[config.mk]
export PLATFORM = sky130hd
export DESIGN_NAME = ctrl_seq
export DESIGN_NICKNAME = d
export VERILOG_FILES = /design/src/rtl/ctrl_seq_pkg.sv /design/src/rtl/cu_step_counter.sv /design/src/rtl/ctrl_seq.sv
export SDC_FILE = /design/constraint.sdc
export NUM_CORES = 1
export LEC_CHECK = 0
export CORE_UTILIZATION = 35
export DETAILED_ROUTE_END_ITERATION = 6
export HOLD_SLACK_MARGIN = 0.15
export MAX_ROUTING_LAYER = met4
export PLACE_DENSITY = 0.77
export SYNTH_ARGS = -nofsm -noshare
export SYNTH_HDL_FRONTEND = slang
export SYNTH_SLANG_ARGS = --single-unit
[constraint.sdc]
create_clock -name clk -period 2.3 [get_ports clk]
set_clock_uncertainty 0.2 [all_clocks]
set_input_delay 0.23 -clock clk [delete_from_list [all_inputs] [get_ports clk]]
set_output_delay 0.23 -clock clk [all_outputs]
set_load 0.01 [all_outputs]
[src/rtl/ctrl_seq_pkg.sv]
// ctrl_seq_pkg: shared constants for the microcoded control sequencer.
// Holds opcode map, FSM state enum, fetch-step numbers and jump conditions.
package ctrl_seq_pkg;

    typedef enum logic {
        ST_RUN    = 1'b0,
        ST_HALTED = 1'b1
    } state_e;

    localparam logic [3:0] STEP_FETCH_PC  = 4'd0;
    localparam logic [3:0] STEP_FETCH_MEM = 4'd1;
    localparam logic [3:0] STEP_FETCH_CIR = 4'd2;
    localparam logic [3:0] STEP_FETCH_INC = 4'd3;
    localparam logic [3:0] STEP_FETCH_AR  = 4'd4;
    localparam logic [3:0] STEP_EX0       = 4'd5;
    localparam logic [3:0] STEP_EX1       = 4'd6;

    localparam logic [7:0] OP_ALU_LAST = 8'h05;
    localparam logic [7:0] OP_UN_FIRST = 8'h06;
    localparam logic [7:0] OP_UN_LAST  = 8'h0C;
    localparam logic [7:0] OP_NOP      = 8'h0D;
    localparam logic [7:0] OP_HLT      = 8'h0E;
    localparam logic [7:0] OP_LOAD     = 8'h0F;
    localparam logic [7:0] OP_STORE    = 8'h10;
    localparam logic [7:0] OP_MOV_RC   = 8'h11;
    localparam logic [7:0] OP_MOV_CR   = 8'h12;
    localparam logic [7:0] OP_MOV_CI   = 8'h13;
    localparam logic [7:0] OP_JMP      = 8'h14;
    localparam logic [7:0] OP_J_LAST   = 8'h1C;

    localparam logic [1:0] MODE_REG = 2'b01;

    // Jump condition index = opcode - OP_JMP
    typedef enum logic [3:0] {
        CC_ALWAYS = 4'd0,
        CC_Z      = 4'd1,
        CC_NZ     = 4'd2,
        CC_C      = 4'd3,
        CC_NC     = 4'd4,
        CC_P      = 4'd5,
        CC_N      = 4'd6,
        CC_O      = 4'd7,
        CC_NO     = 4'd8
    } cond_e;

    function automatic logic cond_met(
        input logic [3:0] sel,
        input logic       z,
        input logic       n,
        input logic       c,
        input logic       v
    );
        logic r;
        r = 1'b0;
        case (cond_e'(sel))
            CC_ALWAYS: r = 1'b1;
            CC_Z:      r = z;
            CC_NZ:     r = !z;
            CC_C:      r = c;
            CC_NC:     r = !c;
            CC_P:      r = !n;
            CC_N:      r = n;
            CC_O:      r = v;
            CC_NO:     r = !v;
            default:   r = 1'b0;
        endcase
        return r;
    endfunction

endpackage

[src/rtl/cu_step_counter.sv]
// cu_step_counter: 4-bit micro-step counter with run-hold, wait-hold and clear.
// Ports: clk, reset (sync, active-high), run_i, wait_i, clr_i, step_o.
module cu_step_counter
    import ctrl_seq_pkg::*;
(
    input  logic       clk,
    input  logic       reset,
    input  logic       run_i,
    input  logic       wait_i,
    input  logic       clr_i,
    output logic [3:0] step_o
);

    logic [3:0] step_q;
    logic [3:0] step_d;

    // Clear wins over wait: a retiring store completes on its ready cycle.
    always_comb begin
        step_d = step_q;
        if (run_i) begin
            if (clr_i) begin
                step_d = STEP_FETCH_PC;
            end else if (!wait_i) begin
                step_d = step_q + 4'd1;
            end
        end
    end

    always_ff @(posedge clk) begin
        if (reset) begin
            step_q <= STEP_FETCH_PC;
        end else begin
            step_q <= step_d;
        end
    end

    assign step_o = step_q;

endmodule

[src/rtl/ctrl_seq.sv]
// ctrl_seq: control sequencer; decodes (state, step, opcode, operand, flags)
// into datapath strobes, one-hot register strobes, retire/illegal/halted.
module ctrl_seq
    import ctrl_seq_pkg::*;
#(
    parameter int NREG    = 8,
    parameter int ACC_IDX = 2,
    parameter int ALUW    = 4
) (
    input  logic            clk,
    input  logic            reset,
    input  logic            cpu_run,
    input  logic [7:0]      opcode,
    input  logic [7:0]      operand,
    input  logic            Z,
    input  logic            N,
    input  logic            C,
    input  logic            V,
    input  logic            mem_ready,
    output logic            pc_out,
    output logic            pc_inc,
    output logic            pc_load,
    output logic            mar_in,
    output logic            mdr_in,
    output logic            cir_in,
    output logic            ar_in,
    output logic            ar_out,
    output logic            ram_rd,
    output logic            ram_wr,
    output logic            flag_in,
    output logic            acc_sel,
    output logic [NREG-1:0] reg_in,
    output logic [NREG-1:0] reg_out,
    output logic [ALUW-1:0] alu_op,
    output logic [3:0]      step,
    output logic            retire,
    output logic            illegal,
    output logic            halted
);

    localparam logic [3:0] NREG_W = 4'(NREG);

    function automatic logic [NREG-1:0] oh(input logic [2:0] idx);
        logic [NREG-1:0] r;
        r = '0;
        for (int i = 0; i < NREG; i++) begin
            r[i] = (idx == 3'(i));
        end
        return r;
    endfunction

    state_e     state_q;
    logic [3:0] step_q;
    logic       active;
    logic       wait_c;

    logic [1:0] mode;
    logic [2:0] dest;
    logic [2:0] src;
    logic       dest_bad;
    logic       src_bad;
    logic       mode_bad;

    logic is_rr, is_un, is_nop, is_hlt, is_load, is_store;
    logic is_mrc, is_mcr, is_mci, is_jmp, bad_op, ill_c;

    logic [NREG-1:0] acc_oh;
    logic [NREG-1:0] src_oh;
    logic [NREG-1:0] dest_oh;

    assign mode     = operand[7:6];
    assign dest     = operand[5:3];
    assign src      = operand[2:0];
    assign dest_bad = ({1'b0, dest} >= NREG_W);
    assign src_bad  = ({1'b0, src} >= NREG_W);
    assign mode_bad = (mode != MODE_REG);

    assign acc_oh  = oh(3'(ACC_IDX));
    assign src_oh  = oh(src);
    assign dest_oh = oh(dest);

    assign is_rr    = (opcode <= OP_ALU_LAST);
    assign is_un    = (opcode >= OP_UN_FIRST) && (opcode <= OP_UN_LAST);
    assign is_nop   = (opcode == OP_NOP);
    assign is_hlt   = (opcode == OP_HLT);
    assign is_load  = (opcode == OP_LOAD);
    assign is_store = (opcode == OP_STORE);
    assign is_mrc   = (opcode == OP_MOV_RC);
    assign is_mcr   = (opcode == OP_MOV_CR);
    assign is_mci   = (opcode == OP_MOV_CI);
    assign is_jmp   = (opcode >= OP_JMP) && (opcode <= OP_J_LAST);
    assign bad_op   = (opcode > OP_J_LAST);

    // Only ops that name a register in the operand check its mode/index.
    assign ill_c = bad_op
                 | (is_rr  & (mode_bad | dest_bad | src_bad))
                 | (is_mrc & (mode_bad | dest_bad))
                 | (is_mcr & (mode_bad | src_bad));

    // Reset and halt gate every output combinationally.
    assign active = !reset && cpu_run && (state_q == ST_RUN);

    assign wait_c = active && !mem_ready
                 && ((step_q == STEP_FETCH_MEM)
                  || ((step_q == STEP_EX0) && !ill_c && (is_load || is_store)));

    cu_step_counter u_step (
        .clk    (clk),
        .reset  (reset),
        .run_i  (active),
        .wait_i (wait_c),
        .clr_i  (retire),
        .step_o (step_q)
    );

    always_comb begin
        pc_out  = 1'b0;
        pc_inc  = 1'b0;
        pc_load = 1'b0;
        mar_in  = 1'b0;
        mdr_in  = 1'b0;
        cir_in  = 1'b0;
        ar_in   = 1'b0;
        ar_out  = 1'b0;
        ram_rd  = 1'b0;
        ram_wr  = 1'b0;
        flag_in = 1'b0;
        acc_sel = 1'b0;
        reg_in  = '0;
        reg_out = '0;
        alu_op  = '0;
        retire  = 1'b0;
        illegal = 1'b0;
        if (active) begin
            case (step_q)
                STEP_FETCH_PC: begin
                    pc_out = 1'b1;
                    mar_in = 1'b1;
                end
                STEP_FETCH_MEM: begin
                    ram_rd = 1'b1;
                    mdr_in = 1'b1;
                end
                STEP_FETCH_CIR: cir_in = 1'b1;
                STEP_FETCH_INC: pc_inc = 1'b1;
                STEP_FETCH_AR:  ar_in  = 1'b1;
                STEP_EX0: begin
                    if (ill_c) begin
                        illegal = 1'b1;
                        retire  = 1'b1;
                    end else begin
                        unique case (1'b1)
                            is_rr: begin
                                reg_out = src_oh;
                                reg_in  = dest_oh;
                                alu_op  = opcode[ALUW-1:0];
                            end
                            is_un: begin
                                reg_in = acc_oh;
                                alu_op = opcode[ALUW-1:0];
                            end
                            is_nop, is_hlt: retire = 1'b1;
                            is_load: begin
                                ram_rd = 1'b1;
                                if (mem_ready) begin
                                    reg_in  = acc_oh;
                                    acc_sel = 1'b1;
                                end
                            end
                            is_store: begin
                                reg_out = acc_oh;
                                ram_wr  = 1'b1;
                                retire  = mem_ready;
                            end
                            is_mrc: begin
                                reg_out = acc_oh;
                                reg_in  = dest_oh;
                                retire  = 1'b1;
                            end
                            is_mcr: begin
                                reg_out = src_oh;
                                reg_in  = acc_oh;
                                acc_sel = 1'b1;
                            end
                            is_mci: begin
                                ar_out  = 1'b1;
                                acc_sel = 1'b1;
                                reg_in  = acc_oh;
                            end
                            is_jmp: begin
                                if (cond_met(opcode[3:0] - 4'd4, Z, N, C, V)) begin
                                    ar_out  = 1'b1;
                                    pc_load = 1'b1;
                                end
                                retire = 1'b1;
                            end
                            default: ;
                        endcase
                    end
                end
                STEP_EX1: begin
                    if (!ill_c && (is_rr || is_un || is_load || is_mcr || is_mci)) begin
                        flag_in = 1'b1;
                        retire  = 1'b1;
                    end
                end
                default: ;
            endcase
        end
    end

    always_ff @(posedge clk) begin
        if (reset) begin
            state_q <= ST_RUN;
        end else if (retire && is_hlt && !ill_c && (step_q == STEP_EX0)) begin
            state_q <= ST_HALTED;
        end
    end

    assign step   = reset ? 4'd0 : step_q;
    assign halted = !reset && (state_q == ST_HALTED);

endmodule

==> flow_summary.yaml <==
synthesis:
  yosys_register_bits: 5
  synth_cells: 173
  synthTopCellsByCount: "nor2_1, nand2_1, nor3_1"
  synth-edff-count: 0
  async_flop_share_pct: 0
  ys_warn_count: 0
  synth_area_um2: 1119
  post-synth-top-area-cell: "dfxtp_1"
  yosysMostFrequentCell: "nor2_1"
  synth.area.top_cells: "dfxtp_1, nor2_1, nor3_1"
  syn-num-nets: 201
  synth_top_area_share_pct: 8.949
  synth.avg_cell_area_um2: 6.466
  ys_types: 54
  ys.flop_type: "dfxtp_1"
  synth_seq_area_share_pct: 8.949
critical_path:
  regToRegSetupSlack_ps: 10
  reg2regPathDepth: 11
  crit_path_max_fanout: 3
  reg2reg_from: "u_step.step_o[1]"
  crit_end: "reg_in[0]"
  worst_setup_path_end_kind: "output pin"
  path_class: "reg -> out"
  cp.arrival_ps: 2060
  start_kind: "register"
  crit_path_start: "state_q"
  r2r-end: "state_q"
  required_ps: 1870
pwr:
  power.density_nw_per_um2: 212.4
  clock_power_share_pct: 20.9
  switching_share_pct: 37.91
  p_int_uw: 316.9
  ir_drop_mv: 0.2141
  p_seq_share_pct: 18.5
  p_switching_uw: 193.5
  power_frac_comb_pct: 60.6
  p_leak_uw: 0.001070
job:
  cap_violations: 0
timing:
  grt_setup_unrepaired: "yes"
  fmax_mhz: 401.3
  tightest_slew_ps: 397.6
  setup_viol: 13
  setup_ws_ps: -191.7
  hold_ws_ps: 284.2
  max_slew_margin_pct: 73.21
  hold_viol: 0
  fin_crit_sh_pct: 108.3
  period_minus_slack_ps: 2492
  setup_tns_ps: -1534
  maxSlewViolCount: 0
die:
  coreArea_um2: 3053
  fp-row-count: 20
  start_util_pct: 36.64
  die_w_um: 58.53
  io_pins: 63
  dieHeight_um: 58.53
  die-area_um2: 3426
placed_design:
  hpwl_um: 3270
  place_area_um2: 2142
  dp.cells: 321
  portBuffers: 62
  gp_congestion: 0.8773
global_routing:
  grt_busiest_layer: "met2"
  grt_util_met3_pct: 5.275
  grtUsageTotal_pct: 30.00
  antenna_found_initial: 0
  grt_pass1_vias: 1759
  grt_pass1_wl_um: 7900
  grt_use_met1_pct: 35.51
  grt_max_degree: 11
  overflow: 0
  use_met2_pct: 53.37
clock_network:
  clockBufferDepth: 2
  cts-root-buf: "clkbuf_4"
  cts.clk_slew.worst_paths_ps: 50
  ctsHoldBuffers: 0
  cts_tree: "done"
  htreeDepth: 1
  clk_latency_ps: 250
  clock-sinks: 5
  numCtsBuffers: 3
route:
  postRouteAntennaNets: 0
  totalWireLength_um: 5495
  first_iter_violations: 103
  drc_errors: 0
  vias: 1896
  viasPerCell: 5.544
  firstDrtPassIters: 4
  detail_route.wl_per_cell_um: 16.07
worst_hold_path:
  min_path_type: "in -> reg"
cells_and_area:
  syn_to_final_growth_pct: 114.8
  drive_gt1_share_pct: 53.02
  diodes: 0
  finalNonFillerCells: 342
  nets: 327
  final_cell_area_um2: 2402
outcome:
  outcome: "finished with violations"
  failed_checks: "negative setup slack"
==> layout by cell type, fill, tap and decap left out, types with 3 or more instances in the layout <==
cell             count
and2_1               7
dfxtp_1              3
inv_2                3
nor3_1               4
nand3_1              3
nor2b_1              5
buf_2               23
nand2_1             14
dlygate4sd2_1        7
inv_1                5
and3_1               4
clkdlybuf4s15_1      3
o211ai_1             3
clkdlybuf4s50_1     18
or3_4                4
nor3_2               5
nor2_1              22
nand2b_1             4
clkbuf_2             8
clkbuf_4             3
buf_4               61
nor3_4               3
o21ai_0              6
nand3b_1             3
buf_6               10
==> flip-flops by register name, indices dropped and copies added (netlist names) <==
register	cells
state_q	1
u_step.step_o	4
==> layout make-up <==
type                            count  area, um^2
Clock buffer                        4       26.28
Fill cell                         214       650.6
Inverter                           10       43.79
Multi-Input combinational cell    146        1140
Sequential cell                     5       105.1
Tap cell                           44       55.05
Timing Repair Buffer              133        1032
==> power groups by stage <==
stage | logic [uW] | registers (uW) | clock network (uW)
2_1_floorplan | 97.8 | 95.5 | 0
3_3_place_gp | 233 | 93.2 | 0
3_5_place_dp | 238 | 93.4 | 0
4_1_cts | 258 | 93.7 | 105
5_1_grt | 327 | 94.5 | 113
6_report | 309 | 94.3 | 107
==> per-stage QoR <==
stage	power (uW)	utilization, %	setup WS, ps
2_1_floorplan	193.3	-	-8.674
3_3_place_gp	326.6	70.16	-712.8
3_5_place_dp	331.8	70.16	-732.1
4_1_cts	456.9	74.18	-171.8
5_1_grt	534.3	78.69	-269.3
6_report	510.4	78.69	-191.7
==> kinds of logic (layout without fill, tap and decap cells) <==
group	Yosys count	in the layout	synth area share, %
and+or+nand+nor	98	98	47.43
AOI/OAI and AO/OA	41	41	27.29
buffers and inverters	22	147	9.395
DFF	5	5	8.949
adders and majority gates	4	4	4.474
xor gates and xnor gates	2	2	1.566
muxes	1	1	0.8949
==> worst max-delay path, stage by stage (launching register included) <==
cell	delay, ps
dfxtp_1	300
or3b_4	390
nor4_4	340
o21ai_2	130
or3_4	410
nor3_2	90
buf_2	140
==> routing by layer <==
layer	part of all wire (%)	wire length, um
met3	8.1	446
met1	40	2208
met2	49	2696
met5	0	0
met4	2.6	142
==> how the worst min path moves through the flow <==
| stage | cells past startpoint | to | start | slack [ps] |
|---|---|---|---|---|
| floorplan | 3 | u_step.step_o[0] | mem_ready | 240 |
| global placement | 3 | state_q | state_q | 360 |
| detailed placement | 3 | state_q | state_q | 350 |
| CTS | 3 | u_step.step_o[1] | reset | 260 |
| global route | 3 | u_step.step_o[1] | reset | 300 |
| finish | 3 | u_step.step_o[1] | reset | 280 |
==> what timing repair did <==
item | CTS | global route
endpoints found under the setup margin | 38 | 34
setup buffers | 10 | 8
pin swaps | 16 | 21
gates resized for setup | 156 | 47
(Power assumes the default switching activity.)
